### src/rtl/mover_pkg.sv
// Shared types and constants for the block-move engine.
//   - state_t  : IDLE / READ / WRITE / FIN controller states
//   - WORD_W   : address and data width
//   - in_rom() : true when an address falls in the ROM window 0x0000-0x1FFF
package mover_pkg;

    localparam int WORD_W      = 16;
    localparam int ROM_SEL_MSB = 15;
    localparam int ROM_SEL_LSB = 13;
    localparam logic [ROM_SEL_MSB-ROM_SEL_LSB:0] ROM_SEL_VAL = 3'b000;

    typedef enum logic [1:0] {
        IDLE  = 2'd0,
        READ  = 2'd1,
        WRITE = 2'd2,
        FIN   = 2'd3
    } state_t;

    function automatic logic in_rom(input logic [WORD_W-1:0] addr);
        return (addr[ROM_SEL_MSB:ROM_SEL_LSB] == ROM_SEL_VAL);
    endfunction

endpackage

### src/rtl/mover_ptr.sv
// Purpose : 16-bit loadable up/down pointer that wraps modulo 2^16.
// Latency : load/step take effect on the next CLK edge; o_ptr_step is combinational.
// Backpr. : none; the controller decides when to load or step.
// Ports:
//   i_clk, i_rst            clock, async active-high reset
//   i_load, i_load_val      load a new start address (wins over step)
//   i_step, i_dec           advance by one, downwards when i_dec=1
//   o_ptr                   current pointer value
//   o_ptr_step              value the pointer takes on its next step
module mover_ptr
    import mover_pkg::*;
(
    input  logic              i_clk,
    input  logic              i_rst,
    input  logic              i_load,
    input  logic [WORD_W-1:0] i_load_val,
    input  logic              i_step,
    input  logic              i_dec,
    output logic [WORD_W-1:0] o_ptr,
    output logic [WORD_W-1:0] o_ptr_step
);

    logic [WORD_W-1:0] r_ptr;
    logic [WORD_W-1:0] w_ptr_step;

    // Plain modular arithmetic gives the required wrap in both directions.
    assign w_ptr_step = i_dec ? (r_ptr - WORD_W'(1)) : (r_ptr + WORD_W'(1));

    always_ff @(posedge i_clk or posedge i_rst) begin
        if (i_rst) begin
            r_ptr <= '0;
        end else if (i_load) begin
            r_ptr <= i_load_val;
        end else if (i_step) begin
            r_ptr <= w_ptr_step;
        end
    end

    assign o_ptr      = r_ptr;
    assign o_ptr_step = w_ptr_step;

endmodule

### src/rtl/mem_block_mover.sv
// Purpose : copies LEN 16-bit words SRC->DST over the memory port (one read, one write per word).
// Latency : 2*LEN+1 cycles from START to the DONE pulse; LEN=0 gives DONE the cycle after START.
// Backpr. : none; START is ignored while BUSY or DONE is high, memory must answer within the cycle.
// Ports:
//   CLK, RST                 clock, async active-high reset
//   START, SRC, DST, LEN, DEC  request and operands, latched when START is accepted
//   BUSY, DONE, ERR          status (ERR is sticky until the next accepted START)
//   M_ADDR, M_DIN, M_STO     memory request, all registered
//   M_DOUT                   memory read data, combinational from M_ADDR
// Build option: MOVER_ROM_GUARD_EN aborts the move with ERR instead of writing into 0x0000-0x1FFF.
module mem_block_mover
    import mover_pkg::*;
(
    input  logic              CLK,
    input  logic              RST,
    input  logic              START,
    input  logic [WORD_W-1:0] SRC,
    input  logic [WORD_W-1:0] DST,
    input  logic [WORD_W-1:0] LEN,
    input  logic              DEC,
    output logic              BUSY,
    output logic              DONE,
    output logic              ERR,
    output logic [WORD_W-1:0] M_ADDR,
    output logic [WORD_W-1:0] M_DIN,
    output logic              M_STO,
    input  logic [WORD_W-1:0] M_DOUT
);

    state_t            r_state;
    logic [WORD_W-1:0] r_cnt;
    logic              r_dec;
    logic [WORD_W-1:0] r_addr;
    logic [WORD_W-1:0] r_din;
    logic              r_sto;
    logic              r_busy;
    logic              r_done;
    logic              r_err;

    state_t            w_state_nxt;
    logic [WORD_W-1:0] w_cnt_nxt;
    logic              w_dec_nxt;
    logic [WORD_W-1:0] w_addr_nxt;
    logic [WORD_W-1:0] w_din_nxt;
    logic              w_sto_nxt;
    logic              w_busy_nxt;
    logic              w_done_nxt;
    logic              w_err_nxt;
    logic              w_ptr_load;
    logic              w_ptr_step;
    logic              w_guard_hit;

    logic [WORD_W-1:0] w_src_ptr;
    logic [WORD_W-1:0] w_src_step;
    logic [WORD_W-1:0] w_dst_ptr;
    logic [WORD_W-1:0] w_dst_step;

    mover_ptr u_src_ptr (
        .i_clk      (CLK),
        .i_rst      (RST),
        .i_load     (w_ptr_load),
        .i_load_val (SRC),
        .i_step     (w_ptr_step),
        .i_dec      (r_dec),
        .o_ptr      (w_src_ptr),
        .o_ptr_step (w_src_step)
    );

    mover_ptr u_dst_ptr (
        .i_clk      (CLK),
        .i_rst      (RST),
        .i_load     (w_ptr_load),
        .i_load_val (DST),
        .i_step     (w_ptr_step),
        .i_dec      (r_dec),
        .o_ptr      (w_dst_ptr),
        .o_ptr_step (w_dst_step)
    );

    // Destination check made while reading, so a refused write never drives M_STO.
`ifdef MOVER_ROM_GUARD_EN
    assign w_guard_hit = in_rom(w_dst_ptr);
`else
    assign w_guard_hit = 1'b0;
`endif

    always_ff @(posedge CLK or posedge RST) begin
        if (RST) begin
            r_state <= IDLE;
            r_cnt   <= '0;
            r_dec   <= 1'b0;
            r_addr  <= '0;
            r_din   <= '0;
            r_sto   <= 1'b0;
            r_busy  <= 1'b0;
            r_done  <= 1'b0;
            r_err   <= 1'b0;
        end else begin
            r_state <= w_state_nxt;
            r_cnt   <= w_cnt_nxt;
            r_dec   <= w_dec_nxt;
            r_addr  <= w_addr_nxt;
            r_din   <= w_din_nxt;
            r_sto   <= w_sto_nxt;
            r_busy  <= w_busy_nxt;
            r_done  <= w_done_nxt;
            r_err   <= w_err_nxt;
        end
    end

    // Outputs are registered, so each branch computes what the next cycle shows:
    // the address for the coming READ is the source pointer after its step.
    always_comb begin
        w_state_nxt = r_state;
        w_cnt_nxt   = r_cnt;
        w_dec_nxt   = r_dec;
        w_addr_nxt  = r_addr;
        w_din_nxt   = r_din;
        w_sto_nxt   = 1'b0;
        w_busy_nxt  = r_busy;
        w_done_nxt  = 1'b0;
        w_err_nxt   = r_err;
        w_ptr_load  = 1'b0;
        w_ptr_step  = 1'b0;

        unique case (r_state)
            IDLE: begin
                w_busy_nxt = 1'b0;
                if (START) begin
                    w_ptr_load = 1'b1;
                    w_dec_nxt  = DEC;
                    w_cnt_nxt  = LEN;
                    w_err_nxt  = 1'b0;
                    if (LEN == '0) begin
                        w_state_nxt = FIN;
                        w_done_nxt  = 1'b1;
                    end else begin
                        w_state_nxt = READ;
                        w_busy_nxt  = 1'b1;
                        w_addr_nxt  = SRC;
                    end
                end
            end
            READ: begin
                if (w_guard_hit) begin
                    w_state_nxt = FIN;
                    w_done_nxt  = 1'b1;
                    w_busy_nxt  = 1'b0;
                    w_err_nxt   = 1'b1;
                end else begin
                    w_state_nxt = WRITE;
                    w_addr_nxt  = w_dst_ptr;
                    w_din_nxt   = M_DOUT;
                    w_sto_nxt   = 1'b1;
                end
            end
            WRITE: begin
                w_ptr_step = 1'b1;
                w_cnt_nxt  = r_cnt - WORD_W'(1);
                if (r_cnt == WORD_W'(1)) begin
                    w_state_nxt = FIN;
                    w_done_nxt  = 1'b1;
                    w_busy_nxt  = 1'b0;
                end else begin
                    w_state_nxt = READ;
                    w_addr_nxt  = w_src_step;
                end
            end
            FIN: begin
                w_busy_nxt  = 1'b0;
                w_state_nxt = IDLE;
            end
            default: begin
                w_state_nxt = IDLE;
                w_busy_nxt  = 1'b0;
            end
        endcase
    end

    assign BUSY   = r_busy;
    assign DONE   = r_done;
    assign ERR    = r_err;
    assign M_ADDR = r_addr;
    assign M_DIN  = r_din;
    assign M_STO  = r_sto;

    // Destination step value is not needed: WRITE addresses come from the unstepped pointer.
    logic w_unused;
    assign w_unused = ^w_dst_step;

endmodule

### config.mk
export PLATFORM = sky130hd
export DESIGN_NAME = mem_block_mover
export DESIGN_NICKNAME = d
export VERILOG_FILES = /design/src/rtl/mover_pkg.sv /design/src/rtl/mover_ptr.sv /design/src/rtl/mem_block_mover.sv
export SDC_FILE = /design/constraint.sdc
export NUM_CORES = 1
export LEC_CHECK = 0
export ABC_CLOCK_PERIOD_IN_PS = 4600
export CAP_MARGIN = 0
export CELL_PAD_IN_SITES_DETAIL_PLACEMENT = 1
export CELL_PAD_IN_SITES_GLOBAL_PLACEMENT = 1
export CORE_MARGIN = 1.5
export CORE_UTILIZATION = 45
export DETAILED_ROUTE_END_ITERATION = 8
export DONT_BUFFER_PORTS = 1
export PLACE_DENSITY = 0.72
export SYNTH_ARGS = -nofsm -noshare
export SYNTH_HDL_FRONTEND = slang
export SYNTH_SLANG_ARGS = --single-unit
### constraint.sdc
create_clock -name CLK -period 4.6 [get_ports CLK]
set_input_delay 1.38 -clock CLK [delete_from_list [all_inputs] [get_ports CLK]]
set_output_delay 1.38 -clock CLK [all_outputs]
set_load 0.01 [all_outputs]
==> summary.md <==
| Metric | Value |
|---|---|
| Final wirelength | `15900 um` |
| Biggest cell delay along the critical path | `about 0.96 ns` |
| Number of synthesis warnings | `0` |
| Max-slew headroom at the worst pin | `0.247` |
| IR drop worst, VDD | `0.413 mV` |
| Area fraction in compound gates after synthesis | `0.233` |
| Max Clk Rate | `around 290 MHz` |
| Gr usage total | `0.259` |
| Sequential cell area fraction in the yosys report | `0.385` |
| Placement row count | `40` |
| Total setup violations reported at the end of the flow | `0` |
| Logic gate share of total power | `0.599` |
| Final critical path time including I/O delays and setup | `3.40 ns` |
| Min-Delay Path Class | `reg2reg` |
| FILL cells | `between 1000 and 1500` |
| Initial antenna violation count | `0` |
| Post-Synth XOR/XNOR Area | `0.0369` |
| Result of the run | `finished, final reports clean` |
| Worst setup path category | `reg2reg` |
| Clock slew at reported path FFs | `0.07 ns` |
| Detail-routed via count per cell | `between 6 and 7` |
| Pin slew with the least headroom to its limit | `approximately 1.1 ns` |
| CTS Buf Count | `9` |
| Final count of pins violating max slew | `0` |
| Netlist Area Pre-Place | `5590 um2` |
| Count of flip-flops with a built-in enable after synthesis | `0` |
| Top cells by area in the synthesized netlist | `sky130_fd_sc_hd__dfrtp_1 38%, sky130_fd_sc_hd__ha_1 7.6%, sky130_fd_sc_hd__a21oi_1 6.4%` |
| Max-cap check violation count | `0` |
| Top cell type's share of synthesized area | `0.385` |
| Maximum level of the CTS H-tree | `3` |
| Endpoint type of the worst setup path | `flop` |
| Internal power of the cells | `2990 uW` |
| 1st-iter DRT viols | `216` |
| Number of buffers inserted to repair setup after CTS | `0` |
| Arrival time of the worst setup path | `3.64 ns` |
| CTS Hold Buffers Added | `0` |
| Total leakage power | `0.00251 uW` |
| Cell depth of the worst flop-to-flop path | `9` |
| First-pass GRT wire length | `roughly 26000 um` |
| Launching element type of the critical path | `flop` |
| Vert. Die Dim | `between 100 and 150 um` |
| Pin count of the biggest net entering global routing | `44` |
| Clock latency on the worst-skew pair | `0.36 ns` |
| Mean Syn Cell Area | `8.74 um2` |
| Final weighted congestion of routability-driven global placement | `0.893` |
| Total power divided by cell area | `approximately 970 nW/um2` |
| Sink count of the clock tree | `86` |
| Floorplan Core Area | `12100 um2` |
| Critical Path Slowest Stage Cell | `sky130_fd_sc_hd__dfrtp_1` |
| Aggregate global routing overflow | `0` |
| Resize count post-CTS | `0` |
| Worst clock skew | `0.00943 ns` |
| Number of distinct standard cells referenced by the synthesized netlist | `63` |
| Share of cells above drive strength 1 | `0.0890` |
| Antenna-violating nets left | `0` |
| Destination of the critical timing path | `M_ADDR[13]$_DFFE_PP0P_` |
| Sum of negative setup slack | `0 ns` |
| Largest fanout on the critical path | `24` |
| Main combinational cell family by area after synthesis | `compound AO/OA/AOI/OAI gates` |
| Biggest area consumer among synthesized cells | `sky130_fd_sc_hd__dfrtp_1` |
| Full die area | `approximately 13000 um2` |
| RSZ-0062 raised after global routing | `false` |
| Initial standard-cell utilization of the core | `0.464` |
| Final worst path period share | `0.740` |
| Sum of net half-perimeters after detailed placement | `11600 um` |
| Via count of the first global-routing pass | `5095` |
| Number of remaining DRC errors | `0` |
| Final count of hold timing violations | `0` |
| Cell count after synthesis | `640` |
| Critical Path, Cell by Cell | `buf_4 > ha_1 > nand2_1 > o21ai_0 > o211ai_2 > nor3b_1 > nor4_1 > a311oi_1 > a21o_1` |
| Fraction of synthesis flops using an asynchronous set or reset pin | `1.00` |
| FF-to-FF End | `M_ADDR[13]$_DFFE_PP0P_` |
| Port bufs | `0` |
| Clk network pwr share | `0.123` |
| Crit path depth | `9` |
| Buffer and inverter count on the worst path | `1` |
| Cell type group with the largest total delay on the critical path | `compound AO/OA/AOI/OAI gates` |
| Worst hold margin | `0.546 ns` |
| Area growth from synthesis to final layout | `7.59%` |
| Diodes inserted | `0` |
| CP startpoint | `r_dec$_DFFE_PP0P_` |
| Most frequently used cell type in the post-synthesis netlist | `sky130_fd_sc_hd__dfrtp_1` |
| Post-Synth Simple-Gate Area | `0.169` |
| Routed WL per cell | `20.0 um` |
| Area occupied by registers | `2150 um2` |
| Sequential power share | `0.277` |
| Adder-cell area share of the yosys netlist | `0.0832` |
| CTS Root Buffer Type | `sky130_fd_sc_hd__clkbuf_16` |
| Critical Path RT | `4.84 ns` |
| Total number of nets in the final design | `roughly 730` |
| Flip-flop and latch count after synthesis | `86` |
| Max Root-Sink Buffers | `2` |
| FF-to-FF Start | `r_dec$_DFFE_PP0P_` |
| Horiz. Die Dim | `114 um` |
| Most used flip-flop cell after synthesis | `sky130_fd_sc_hd__dfrtp_1` |
| Number of iterations in the first detailed-routing pass | `4` |
| TritonCTS clock tree | `yes` |
| Share of cell area taken by muxes after synthesis | `0.0524` |
| Post-synth top cells | `86 x sky130_fd_sc_hd__dfrtp_1, 74 x sky130_fd_sc_hd__nand2_1, 72 x sky130_fd_sc_hd__a21oi_1` |
| Switching Power | `2850 uW` |
| Total number of vias | `between 4000 and 5000` |
| Switching part of the total power | `0.488` |
| Reg-to-reg slack, setup | `1.20 ns` |
| Total nets after synthesis | `744` |
| Top-level I/O count | `104` |
| Area occupied by multi-input gates | `around 3200 um2` |
## metrics by stage
step	power (uW)	cell area, um2	util	std cells	setup slack, ns
2_1_floorplan	4280	5590	-	640	0.998
3_3_place_gp	4930	5730	0.475	781	1.33
3_5_place_dp	5100	5730	0.475	781	1.24
4_1_cts	5860	6020	0.499	797	1.18
5_1_grt	6410	6020	0.499	797	0.771
6_report	5840	6020	0.499	797	1.20
## placed cells by master, fill, tap and decap left out, types with 4 or more instances in the layout
cell type	n
sky130_fd_sc_hd__nor4_1	7
sky130_fd_sc_hd__nand2_1	74
sky130_fd_sc_hd__nor3_1	14
sky130_fd_sc_hd__nand4_1	10
sky130_fd_sc_hd__o31ai_1	6
sky130_fd_sc_hd__and3_1	10
sky130_fd_sc_hd__nand2b_1	5
sky130_fd_sc_hd__o21a_1	6
sky130_fd_sc_hd__dfrtp_1	86
sky130_fd_sc_hd__a311oi_1	7
sky130_fd_sc_hd__a21o_1	12
sky130_fd_sc_hd__nor2b_1	5
sky130_fd_sc_hd__xnor2_1	12
sky130_fd_sc_hd__nand3_1	13
sky130_fd_sc_hd__inv_1	18
sky130_fd_sc_hd__xor2_1	9
sky130_fd_sc_hd__ha_1	33
sky130_fd_sc_hd__nor2_1	49
sky130_fd_sc_hd__a221oi_1	4
sky130_fd_sc_hd__o22ai_1	10
sky130_fd_sc_hd__mux2i_1	9
sky130_fd_sc_hd__a31oi_1	13
sky130_fd_sc_hd__buf_4	9
sky130_fd_sc_hd__o21ai_0	52
sky130_fd_sc_hd__mux2_2	18
sky130_fd_sc_hd__clkbuf_16	9
sky130_fd_sc_hd__a21oi_1	72
## metal layers
metal | GRT usage | routed length [um] | share of wire
met5 | 0 | 0 | 0
met4 | 0.0683 | 218 | 0.014
met3 | 0.0598 | 714 | 0.045
met2 | 0.418 | 7570 | 0.48
met1 | 0.351 | 7410 | 0.47
## logic make-up after synthesis
logic type / after synthesis
AO/OA/AOI/OAI: 211
XOR/XNOR: 22
adder cells (fa/ha/maj): 36
buffers and inverters: 55
flip-flops: 86
multiplexers: 27
other: 1
AND/OR/NAND/NOR: 202
## worst min-delay path by stage
| stage | slack [ns] | from | cells after the start | end |
|---|---|---|---|---|
| final | 0.55 | M_ADDR[11]$_DFFE_PP0P_ | 2 | M_ADDR[11]$_DFFE_PP0P_ |
| after global routing | 0.57 | M_ADDR[2]$_DFFE_PP0P_ | 2 | M_ADDR[2]$_DFFE_PP0P_ |
| after global placement | 0.54 | M_ADDR[12]$_DFFE_PP0P_ | 2 | M_ADDR[12]$_DFFE_PP0P_ |
| after detailed placement | 0.54 | M_ADDR[11]$_DFFE_PP0P_ | 2 | M_ADDR[11]$_DFFE_PP0P_ |
| after floorplan | 0.51 | r_cnt[11]$_DFFE_PP0P_ | 2 | r_cnt[11]$_DFFE_PP0P_ |
| after CTS | 0.56 | M_ADDR[11]$_DFFE_PP0P_ | 2 | M_ADDR[11]$_DFFE_PP0P_ |
## registers in the layout, summed over array words and instances, names as in the netlist
name             cells
r_state              2
DONE                 1
r_dec                1
BUSY                 1
r_cnt               16
u_dst_ptr.o_ptr     16
M_DIN               16
M_STO                1
M_ADDR              16
u_src_ptr.o_ptr     16
## worst register-to-register path, stage by stage, from the launching register on
cell	delay, ns
sky130_fd_sc_hd__dfrtp_1	0.96
sky130_fd_sc_hd__buf_4	0.33
sky130_fd_sc_hd__ha_1	0.23
sky130_fd_sc_hd__nand2_1	0.11
sky130_fd_sc_hd__o21ai_0	0.43
sky130_fd_sc_hd__o211ai_2	0.22
sky130_fd_sc_hd__nor3b_1	0.20
sky130_fd_sc_hd__nor4_1	0.44
sky130_fd_sc_hd__a311oi_1	0.16
sky130_fd_sc_hd__a21o_1	0.21
## area by class of cell
cell class / instances / area share
clock buffer: 9 / 0.0374
clock inverter: 7 / 0.0108
inverter: 19 / 0.0121
multi-input combinational: 499 / 0.536
sequential: 86 / 0.358
tap: 168 / 0.0349
timing repair buffer: 9 / 0.0112
## power groups by stage
stage / registers (uW) / clock network, uW / logic, uW
floorplan: 1500 / 0 / 2780
global placement: 1610 / 0 / 3320
detailed placement: 1630 / 0 / 3480
CTS: 1620 / 742 / 3500
global route: 1680 / 768 / 3960
finish: 1620 / 720 / 3500
(Power assumes the default switching activity.)
